$ cat config.mk
export PLATFORM = sky130hd
export DESIGN_NAME = store_packer_flat
export DESIGN_NICKNAME = d
export VERILOG_FILES = /design/src/rtl/store_packer_if.sv /design/src/rtl/store_packer.sv /design/src/flat_wrapper.sv
export SDC_FILE = /design/constraint.sdc
export NUM_CORES = 1
export LEC_CHECK = 0
export BUFFER_PORTS_ARGS = -buffer_cell sky130_fd_sc_hd__buf_2
export CORE_ASPECT_RATIO = 1.4
export CORE_MARGIN = 5
export CORE_UTILIZATION = 40
export DETAILED_ROUTE_END_ITERATION = 6
export HOLD_SLACK_MARGIN = 0.08
export PLACE_DENSITY = 0.68
export SLEW_MARGIN = 20
export SYNTH_ARGS = -nofsm -noshare
export SYNTH_HDL_FRONTEND = slang
export SYNTH_SLANG_ARGS = --single-unit
$ cat constraint.sdc
create_clock -name i_clk -period 6.2 [get_ports i_clk]
set_input_delay 1.24 -clock i_clk [delete_from_list [all_inputs] [get_ports i_clk]]
set_output_delay 1.24 -clock i_clk [all_outputs]
set_load 0.05 [all_outputs]
$ cat src/rtl/store_packer_if.sv
// -----------------------------------------------------------------------------
// store_packer_if
// Purpose : bundles the upstream store-request handshake and the downstream
//           memory-write handshake of store_packer into one interface.
// Signals : i_valid/o_ready/i_data/i_addr/i_mode  - upstream store request
//           o_valid/i_ready/o_addr/o_wdata/o_wstrb - memory write request
//           o_misaligned                           - one-cycle fault pulse
// Modports: slave  - used by store_packer (drives o_*)
//           master - used by the environment (drives i_*)
// -----------------------------------------------------------------------------
interface store_packer_if #(
   parameter int NBITS = 32
);
   logic             i_valid;
   logic             o_ready;
   logic [NBITS-1:0] i_data;
   logic [NBITS-1:0] i_addr;
   logic [1:0]       i_mode;
   logic             o_valid;
   logic             i_ready;
   logic [NBITS-1:0] o_addr;
   logic [NBITS-1:0] o_wdata;
   logic [3:0]       o_wstrb;
   logic             o_misaligned;

   modport slave (
      input  i_valid, i_data, i_addr, i_mode, i_ready,
      output o_ready, o_valid, o_addr, o_wdata, o_wstrb, o_misaligned
   );

   modport master (
      output i_valid, i_data, i_addr, i_mode, i_ready,
      input  o_ready, o_valid, o_addr, o_wdata, o_wstrb, o_misaligned
   );
endinterface

$ cat src/rtl/store_packer.sv
// -----------------------------------------------------------------------------
// store_packer
// Purpose : turns byte/halfword/word store requests into lane-replicated,
//           byte-strobed word writes, buffered in a 2-entry FIFO so that the
//           output handshake is fully registered (latency 1, no comb path
//           from inputs to outputs).
// Ports   : i_clk   - clock, all state on rising edge
//           i_reset - asynchronous active-high reset
//           bus     - store_packer_if.slave (request in, memory write out)
// Config  : STORE_MISALIGN_TRAP_EN - when defined, misaligned halfword/word
//           requests are accepted but dropped and o_misaligned pulses for one
//           cycle; when undefined they are written using aligned lanes and
//           o_misaligned is tied low.
// -----------------------------------------------------------------------------
module store_packer #(
   parameter int NBITS = 32
) (
   input  logic          i_clk,
   input  logic          i_reset,
   store_packer_if.slave bus
);
   localparam logic [1:0] MODE_BYTE = 2'b00;
   localparam logic [1:0] MODE_HALF = 2'b01;
   localparam logic [1:0] MODE_WORD = 2'b10;

   logic [NBITS-1:0] addr_q  [2];
   logic [NBITS-1:0] addr_d  [2];
   logic [NBITS-1:0] wdata_q [2];
   logic [NBITS-1:0] wdata_d [2];
   logic [3:0]       wstrb_q [2];
   logic [3:0]       wstrb_d [2];
   logic [1:0]       count_q, count_d;
   logic             wr_ptr_q, wr_ptr_d;
   logic             rd_ptr_q, rd_ptr_d;

   logic             ready;
   logic             accept;
   logic             is_store;
   logic             push;
   logic             pop;
   logic [NBITS-1:0] new_wdata;
   logic [3:0]       new_wstrb;

`ifdef STORE_MISALIGN_TRAP_EN
   logic misaligned;
   logic mis_q, mis_d;
`endif

   // Ready depends only on registered occupancy.
   assign ready = (count_q < 2'd2);

   always_comb begin
      new_wdata = bus.i_data;
      new_wstrb = 4'b1111;
      case (bus.i_mode)
         MODE_BYTE: begin
            new_wdata = {(NBITS/8){bus.i_data[7:0]}};
            new_wstrb = 4'b0001 << bus.i_addr[1:0];
         end
         MODE_HALF: begin
            new_wdata = {(NBITS/16){bus.i_data[15:0]}};
            // Only addr[1] selects the half, so a misaligned halfword
            // lands on its aligned lane pair.
            new_wstrb = bus.i_addr[1] ? 4'b1100 : 4'b0011;
         end
         default: begin
            new_wdata = bus.i_data;
            new_wstrb = 4'b1111;
         end
      endcase
   end

   always_comb begin
      accept   = bus.i_valid && ready;
      // Mode 11 is accepted and silently dropped.
      is_store = (bus.i_mode != 2'b11);
`ifdef STORE_MISALIGN_TRAP_EN
      misaligned = ((bus.i_mode == MODE_HALF) && bus.i_addr[0]) ||
                   ((bus.i_mode == MODE_WORD) && (bus.i_addr[1:0] != 2'b00));
      push  = accept && is_store && !misaligned;
      mis_d = accept && is_store && misaligned;
`else
      push  = accept && is_store;
`endif
      pop   = (count_q != 2'd0) && bus.i_ready;

      addr_d   = addr_q;
      wdata_d  = wdata_q;
      wstrb_d  = wstrb_q;
      if (push) begin
         addr_d[wr_ptr_q]  = {bus.i_addr[NBITS-1:2], 2'b00};
         wdata_d[wr_ptr_q] = new_wdata;
         wstrb_d[wr_ptr_q] = new_wstrb;
      end
      // 1-bit pointers wrap modulo 2 by construction.
      wr_ptr_d = wr_ptr_q ^ push;
      rd_ptr_d = rd_ptr_q ^ pop;
      count_d  = count_q + {1'b0, push} - {1'b0, pop};
   end

   always_ff @(posedge i_clk or posedge i_reset) begin
      if (i_reset) begin
         count_q  <= 2'd0;
         wr_ptr_q <= 1'b0;
         rd_ptr_q <= 1'b0;
         for (int i = 0; i < 2; i++) begin
            addr_q[i]  <= '0;
            wdata_q[i] <= '0;
            wstrb_q[i] <= '0;
         end
      end else begin
         count_q  <= count_d;
         wr_ptr_q <= wr_ptr_d;
         rd_ptr_q <= rd_ptr_d;
         addr_q   <= addr_d;
         wdata_q  <= wdata_d;
         wstrb_q  <= wstrb_d;
      end
   end

`ifdef STORE_MISALIGN_TRAP_EN
   always_ff @(posedge i_clk or posedge i_reset) begin
      if (i_reset) begin
         mis_q <= 1'b0;
      end else begin
         mis_q <= mis_d;
      end
   end
   assign bus.o_misaligned = mis_q;
`else
   assign bus.o_misaligned = 1'b0;
`endif

   assign bus.o_ready = ready;
   assign bus.o_valid = (count_q != 2'd0);
   assign bus.o_addr  = addr_q[rd_ptr_q];
   assign bus.o_wdata = wdata_q[rd_ptr_q];
   assign bus.o_wstrb = wstrb_q[rd_ptr_q];
endmodule
$ cat src/flat_wrapper.sv
// flat-port wrapper written by rule: the top's interface ports become plain ports
module store_packer_flat 
#(
   parameter int NBITS = 32
)
  (i_clk, i_reset, bus_i_valid, bus_i_data, bus_i_addr, bus_i_mode, bus_i_ready, bus_o_ready, bus_o_valid, bus_o_addr, bus_o_wdata, bus_o_wstrb, bus_o_misaligned);
  store_packer_if #(.NBITS(NBITS)) bus_i ();
  input  logic i_clk;
  input  logic i_reset;
  input wire logic [$bits(bus_i.i_valid)-1:0] bus_i_valid;
  input wire logic [$bits(bus_i.i_data)-1:0] bus_i_data;
  input wire logic [$bits(bus_i.i_addr)-1:0] bus_i_addr;
  input wire logic [$bits(bus_i.i_mode)-1:0] bus_i_mode;
  input wire logic [$bits(bus_i.i_ready)-1:0] bus_i_ready;
  output wire logic [$bits(bus_i.o_ready)-1:0] bus_o_ready;
  output wire logic [$bits(bus_i.o_valid)-1:0] bus_o_valid;
  output wire logic [$bits(bus_i.o_addr)-1:0] bus_o_addr;
  output wire logic [$bits(bus_i.o_wdata)-1:0] bus_o_wdata;
  output wire logic [$bits(bus_i.o_wstrb)-1:0] bus_o_wstrb;
  output wire logic [$bits(bus_i.o_misaligned)-1:0] bus_o_misaligned;
  assign bus_i.i_valid = bus_i_valid;
  assign bus_i.i_data = bus_i_data;
  assign bus_i.i_addr = bus_i_addr;
  assign bus_i.i_mode = bus_i_mode;
  assign bus_i.i_ready = bus_i_ready;
  assign bus_o_ready = bus_i.o_ready;
  assign bus_o_valid = bus_i.o_valid;
  assign bus_o_addr = bus_i.o_addr;
  assign bus_o_wdata = bus_i.o_wdata;
  assign bus_o_wstrb = bus_i.o_wstrb;
  assign bus_o_misaligned = bus_i.o_misaligned;
  store_packer #(.NBITS(NBITS)) u_core (.i_clk(i_clk), .i_reset(i_reset), .bus(bus_i));
endmodule
==> reports/results.md, run 1 <==
- u_core.count_q[1]$_DFF_PP0_ — launch point of the worst reg-to-reg path
- 1394 — Filler cells
- 9660 µm — half-perimeter wire length after placement
- 17.2 µm — Avg WL per Cell
- 4.96 ns — required time of the critical path
- 0 — Post-synth EDFFs
- 4 — Pre-Repair DR Iteration Count
- register — Worst Setup Start Kind
- dfrtp_1 — most used flip-flop cell after synthesis
- 3.44 ns — minimum clock period
- 0 — drt drc
- buf_2 — most frequent standard cell in the layout excluding fill and tap cells
- 4 — htree depth
- 116 µm — x dimension of the die
- 18500 µm² — Die Area
- 12.3 µm² — average cell area after synthesis
- 0 — quantity of gates resized following cts
- dfrtp_1 54%, mux2_2 17%, mux2_1 7.3% — Synth area leaders
- clkbuf_16 — root cell of the clock tree
- 0.316 — Max-Slew Margin vs Limit
- 0 — number of synthesis warnings
- register to primary output — Crit Path Class
- 23800 µm — global-route wire length before repair
- 14600 µm — final routed wirelength across all metal layers
- 21.6% — Area Growth Syn to Fin
- 0.425 — layout cells sized above 1
- 15500 µm² — core area
- 0.41 ns — clock latency on the worst-skew pair
- 5.06 — routed vias/inst
- 0.555 — ratio of final minimum period to clock period
- 0 — total inserted antenna cells
- 136 — count of clock tree sinks
- built — TritonCTS clock tree
- 0.757 — routability congestion estimate
- primary output — Crit. End Element
- 0 — number of nets with antenna violations after detailed routing
- 2 — Bufs on Longest Clock Path
- 516 — synthesized instance count
- 17 — total CTS buffers
- 1.03 ns — Worst Tran Pin Value
- 0 — Post-CTS Setup Repair Bufs
- 75 — worst-path maximum fanout
- 4304 — number of vias in the routed layout
- 30 — synth unique cells
- 136 — synthesis-stage register bit count
- 4640 — vias in the first global route
- 0 — Max Cap Viol
- mux2_2 > buf_2 — cells traversed along the worst timing path
- 0.00605 ns — Worst Clk Skew
- 2.20 ns — Critical Path AT
- 95 — pin count of the biggest net entering global routing
- 137 — Port Buffers
- u_core.rd_ptr_q$_DFF_PP0_ — worst setup path start
- 0 — final setup violation count
- 0 — hold bufs inserted after CTS
- 1 — initial antenna violation count
- false — RSZ-0062 raised after global routing
- 0.538 — area share of the largest cell type after synthesis
- 0.407 — initial core utilization
- 141 — num ports
- 0 — global route overflow
- 1.11 ns — Crit path largest cell delay
- 0 ns — sum of negative setup slack
- 0.163 — GRT Resource Usage Total
- dfrtp_4 — slowest CP cell
- dfrtp_1 — post-synthesis cell type with the largest combined area
- 137 x buf_2, 135 x dfrtp_1, 93 x mux2_2, 41 x mux2_1, 40 x nor2_1 — commonest cells after routing, fill and taps aside
- 0.290 GHz — highest attainable clock frequency
- 228 — violation count after the first detailed-route iteration
- 159 µm — die extent in y
- 54 — Cell Rows
- completed — result of the run
- u_core.addr_q[61]$_DFFE_PP0P_ — hold_sp
- 6320 µm² — Cell Area, Synth
- 0.538 — part of the Yosys area used for sequential elements
- 0 — total count of max-transition violations in the final report
- 0 — count of final hold-check violations
- 715 — Total Nets Final
- 5 — number of cells traversed by the worst register-to-register path
- 1.00 — fraction of registers with async set/reset
- 1 — hold path cells
- 0.05 ns — Worst-path clk slew
- register to register — Tightest Hold Check Type
cell type report:
class                      count  area, µm²  share of cell area
timing repair buffer         140        733              0.0954
tap                          196        245              0.0319
inverter                      22       87.6              0.0114
multi-input combinational    324       2650               0.345
clock inverter                10       68.8             0.00895
sequential                   136       3410               0.443
clock buffer                  22        494              0.0643
critical path: cells and delay by family (launching register included):
kind | cells | cell delay [ns]
buf+inv | 1 | 0.22
flops | 1 | 1.11
mux | 1 | 0.45
through the flow:
stage,cell area (µm²),util,instances,setup slack [ns],hold slack (ns)
finish,7690,0.495,850,2.76,0.481
global route,7690,0.495,850,2.66,0.500
CTS,7650,0.492,848,2.72,0.484
detailed placement,7080,0.456,816,2.51,0.472
global placement,7080,0.456,816,2.61,0.461
floorplan,6330,-,518,1.32,0.450
sequential cells by signal, indices dropped and copies added (netlist names):
| signal | cells |
|---|---|
| u_core.addr_q | 60 |
| u_core.count_q | 2 |
| u_core.rd_ptr_q | 1 |
| u_core.wdata_q | 64 |
| u_core.wr_ptr_q | 1 |
| u_core.wstrb_q | 8 |
cell usage after synthesis, types with 2 or more instances:
master / count
o22ai_1: 16
buf_2: 23
dfrtp_1: 136
a21oi_1: 39
nor2b_1: 9
ha_1: 4
nand2b_1: 11
a211oi_2: 8
buf_4: 9
mux2_2: 93
o22a_1: 2
o21ai_0: 8
nor2_1: 40
nand2_1: 25
mux2_1: 41
inv_1: 22
mux2i_1: 16
xnor2_1: 2
worst paths after layout:
path                       slack, ns                       endpoint
min in group asynchronous       0.98  u_core.addr_q[48]$_DFFE_PP0P_
setup reg to reg                3.93  u_core.addr_q[45]$_DFFE_PP0P_
max in group asynchronous       3.99      u_core.rd_ptr_q$_DFF_PP0_
setup / recovery                2.76                 bus_o_wdata[1]
hold reg to reg                 0.48  u_core.addr_q[61]$_DFFE_PP0P_
hold / removal                  0.48  u_core.addr_q[61]$_DFFE_PP0P_
routing by layer:
layer / wire, µm / up-vias / GRT usage
met5: 13 / - / 0
met4: 164 / 2 / 0.0459
met3: 1060 / 15 / 0.0564
met2: 7430 / 116 / 0.271
met1: 5930 / 2143 / 0.198
li1: - / 2028 / -
cells by family after synthesis:
logic type / Yosys count / share of synthesized area
muxes: 150 / 0.264
xor gates and xnor gates: 3 / 0.00416
buffers and inverters: 58 / 0.0473
other: 1 / 0.000593
and+or+nand+nor: 89 / 0.0631
DFF: 136 / 0.538
AOI/OAI and AO/OA: 75 / 0.0744
adders and majority gates: 4 / 0.00792
Power of run 1 is not shown: default switching activity piles up to over one toggle a cycle in this logic, so the estimate is an artifact.
==> run 2, diff against run 1 <==
--- a/config.mk
+++ b/config.mk
@@ -5,13 +5,14 @@
 export SDC_FILE = /design/constraint.sdc
 export NUM_CORES = 1
 export LEC_CHECK = 0
+export ABC_AREA = 1
 export BUFFER_PORTS_ARGS = -buffer_cell sky130_fd_sc_hd__buf_2
 export CORE_ASPECT_RATIO = 1.4
 export CORE_MARGIN = 5
 export CORE_UTILIZATION = 40
 export DETAILED_ROUTE_END_ITERATION = 6
 export HOLD_SLACK_MARGIN = 0.08
-export PLACE_DENSITY = 0.68
+export PLACE_DENSITY = 0.7
 export SLEW_MARGIN = 20
 export SYNTH_ARGS = -nofsm -noshare
 export SYNTH_HDL_FRONTEND = slang
==> constraint.sdc (replaced) <==
create_clock -name i_clk -period 3 [get_ports i_clk]
set_input_delay 0.6 -clock i_clk [delete_from_list [all_inputs] [get_ports i_clk]]
set_output_delay 0.6 -clock i_clk [all_outputs]
set_load 0.05 [all_outputs]
==> run 2 against run 1 <==
  * Setup slack worse by 2.3 ns
  * Worst hold slack worse by 0.20 ns
  * Utilization hardly changed
  * Critical path depth is 2 higher
  * Wire length is 14% higher
  * Final cell count is 36% higher
  * Non-clock buffer count is 5 higher
  * Sequential share of layout area is 0.36 points lower
  * Critical path type unchanged
  * Highest routed layer is now met4
==> reports/results.md, run 2 <==
- register — Worst Setup Start Kind
- 714 µV — highest ir drop seen on vdd
- 4.27 nW — cell leakage power
- 2.52 ns — minimum clock period
- nand2_1 — most frequent standard cell in the layout excluding fill and tap cells
- 4 — Pre-Repair DR Iteration Count, unchanged
- 18600 µm² — Die Area, +1.0%
- 0 — Post-CTS Setup Repair Bufs, unchanged
- 0 — Max Cap Viol, unchanged
- 0.397 GHz — highest attainable clock frequency
- dfrtp_4 — slowest CP cell
- 0.814 — routability congestion estimate, +7.5%
- 0.408 — initial core utilization, +0.000884
- 54 — Cell Rows, unchanged
- 0 — count of final hold-check violations, unchanged
- 2.40 ns — required time of the critical path, -2.56 ns
- dfrtp_1 — most used flip-flop cell after synthesis
- built — TritonCTS clock tree
- 16600 µm — final routed wirelength across all metal layers, +14%
- 105 — pin count of the biggest net entering global routing, +11%
- dfrtp_1 53%, nand2_1 26%, o21ai_1 5.1% — Synth area leaders
- 10800 µm — half-perimeter wire length after placement, +11%
- 0.42 ns — clock latency on the worst-skew pair, about the same
- 0.236 — fraction of met1 tracks used by global routing, +0.0378
- 117 µm — x dimension of the die, +0.49%
- 136 — synthesis-stage register bit count, unchanged
- 0 — global route overflow, unchanged
- 160 µm — die extent in y, +0.51%
- 5.13 mW — P_sw
- 1350 nW/µm² — total power density per cell area
- 0.212 — clock power share
- 373 — violation count after the first detailed-route iteration, +64%
- 141 — num ports, unchanged
- u_core.wdata_q — register containing the most flip-flops in the final layout
- 2 — Bufs on Longest Clock Path, unchanged
- 1127 — count of placed standard cells including taps, +38%
- 1024 — Total Nets Final, +43%
- 0 — total inserted antenna cells, unchanged
- 0 — initial antenna violation count, -1
- 0 — quantity of gates resized following cts, unchanged
- 0.06 ns — Worst-path clk slew, about the same
- false — RSZ-0062 raised after global routing
- 0.194 — layout cells sized above 1, -0.231
- 0.815 ns — Worst Tran Pin Value, -0.211 ns
- 0.49 ns — Crit path largest cell delay, -0.62 ns
- completed — result of the run
- 0.00734 ns — Worst Clk Skew, +0.00130 ns
- 17 — total CTS buffers, unchanged
- 0 — final setup violation count, unchanged
- 0 — total count of max-transition violations in the final report, unchanged
- 0 — number of synthesis warnings, unchanged
- 0 — drt drc, unchanged
- 447 x nand2_1, 136 x dfrtp_1, 65 x o21ai_1 — Synth top cells by count
- 0.306 — met2 track demand over resource in global routing, +0.0352
- 5.32 mW — internal power summed over all cells
- 27000 µm — global-route wire length before repair, +14%
- 0.533 — part of the Yosys area used for sequential elements, -0.00580
- 20 — synth unique cells, -33%
- 0 — Post-synth EDFFs, unchanged
- u_core.wdata_q: 64 flops, u_core.addr_q: 60 flops, u_core.wstrb_q: 8 flops — largest registers in the final layout
- nand2_1 — cell with the most instances after synthesis
- 0.493 — portion of total power attributed to combinational logic
- 0 — number of nets with antenna violations after detailed routing, unchanged
- 1.00 — fraction of registers with async set/reset, unchanged
- 1.92 ns — Critical Path AT, -0.28 ns
- 64 — max FFs per register, unchanged
- 5449 — vias in the first global route, +17%
- 0.533 — area share of the largest cell type after synthesis, -0.00580
- 0.491 — switching power as a share of total power
- dfrtp_1 — post-synthesis cell type with the largest combined area
- register to primary output — Crit Path Class
- primary output — Crit. End Element
- 837 — synthesized instance count, +62%
- 21.3% — Area Growth Syn to Fin
- 0.840 — ratio of final minimum period to clock period
- 0.184 — GRT Resource Usage Total, +0.0211
- 4.75 — routed vias/inst, -6.2%
- met2 — global routing's busiest layer
- 0 — hold bufs inserted after CTS, unchanged
- 14.3 µm — Avg WL per Cell, -17%
- 5507 — number of vias in the routed layout, +28%
- 0.457 — Max-Slew Margin vs Limit, +0.141
- primary input to async pin — Tightest Hold Check Type
- 6390 µm² — Cell Area, Synth, +1.1%
- 1159 — post-route insts no fill, +36%
- 7.63 µm² — average cell area after synthesis, -38%
- 0.0441 — GR met3 Demand/Resource, -0.0123
- 0.294 — share of total power in sequential cells
- 136 — count of clock tree sinks, unchanged
- 15700 µm² — core area, +0.87%
- 137 — Port Buffers, unchanged
- 10.4 mW — post-layout power
- 29 — worst-path maximum fanout, -61%
- 0 ns — sum of negative setup slack, unchanged
- 4 — htree depth, unchanged
- inv_2 > nand2_1 > nand2_1 > buf_2 — cells traversed along the worst timing path
- clkbuf_16 — root cell of the clock tree
- nand2_1 — cell with the most instances on the worst path
- 1616 — Filler cells, +16%
- 447 x nand2_1, 137 x buf_2, 135 x dfrtp_1, 65 x o21ai_1, 54 x inv_1 — commonest cells after routing, fill and taps aside
## run 2: final timing paths
kind / slack [ns] / start / cells after the start / end
worst max-delay path: 0.48 / u_core.rd_ptr_q$_DFF_PP0_ / 4 / bus_o_wdata[13]
worst min-delay path: 0.28 / i_reset / 2 / u_core.wdata_q[15]$_DFFE_PP0P_
worst max register to register: 0.88 / u_core.count_q[1]$_DFF_PP0_ / 7 / u_core.wdata_q[49]$_DFFE_PP0P_
worst min register to register: 0.47 / u_core.wdata_q[6]$_DFFE_PP0P_ / 2 / u_core.wdata_q[6]$_DFFE_PP0P_
max in group asynchronous: 1.94 / i_reset / 3 / u_core.count_q[0]$_DFF_PP0_
min in group i_clk: 0.40 / bus_i_addr[18] / 3 / u_core.addr_q[50]$_DFFE_PP0P_
## run 2: per-layer routing
layer,wire length (µm),part of all wire
met1,7000,0.42
met2,8290,0.50
met3,1120,0.067
met4,181,0.011
met5,0,0
## run 2: power by group through the flow
stage	clock, mW	combinational, mW	sequential, mW
2_1_floorplan	0	4.12	3.01
3_3_place_gp	0	5.15	3.07
3_5_place_dp	0	5.22	3.10
4_1_cts	2.26	5.24	3.08
5_1_grt	2.34	5.61	3.18
6_report	2.22	5.15	3.07
## run 2: through the flow
step	hold WS, ns	util	area [µm²]	setup WS (ns)
4_1_cts	0.281	0.494	7750	0.440
3_5_place_dp	0.458	0.454	7120	0.520
2_1_floorplan	0.442	-	6400	0.690
5_1_grt	0.310	0.494	7750	0.407
6_report	0.277	0.494	7750	0.479
3_3_place_gp	0.453	0.454	7120	0.574
## run 2: kinds of logic after synthesis
kind of cell	Yosys count	synth area share
compound gates	113	0.0897
other cells	1	0.000587
buf+inv	112	0.0860
flops	136	0.533
fa+ha+maj	4	0.00783
xor+xnor	3	0.00411
simple gates	468	0.279
## run 2: critical path: cells and delay by family (launching register included)
family                 cells  cell delay (ns)
DFF                        1             0.49
and+or+nand+nor            2             0.27
buffers and inverters      2             0.74
## run 2: final cells by class
class,instances,area [µm²],area share
clock buffers,20,457,0.0589
clock inverters,12,174,0.0224
inverters,59,225,0.0291
multi-input cells,591,2460,0.317
flip-flops and latches,136,3410,0.440
well taps,196,245,0.0316
repair buffers,145,783,0.101
No activity file was read; power rests on OpenSTA's default activity.
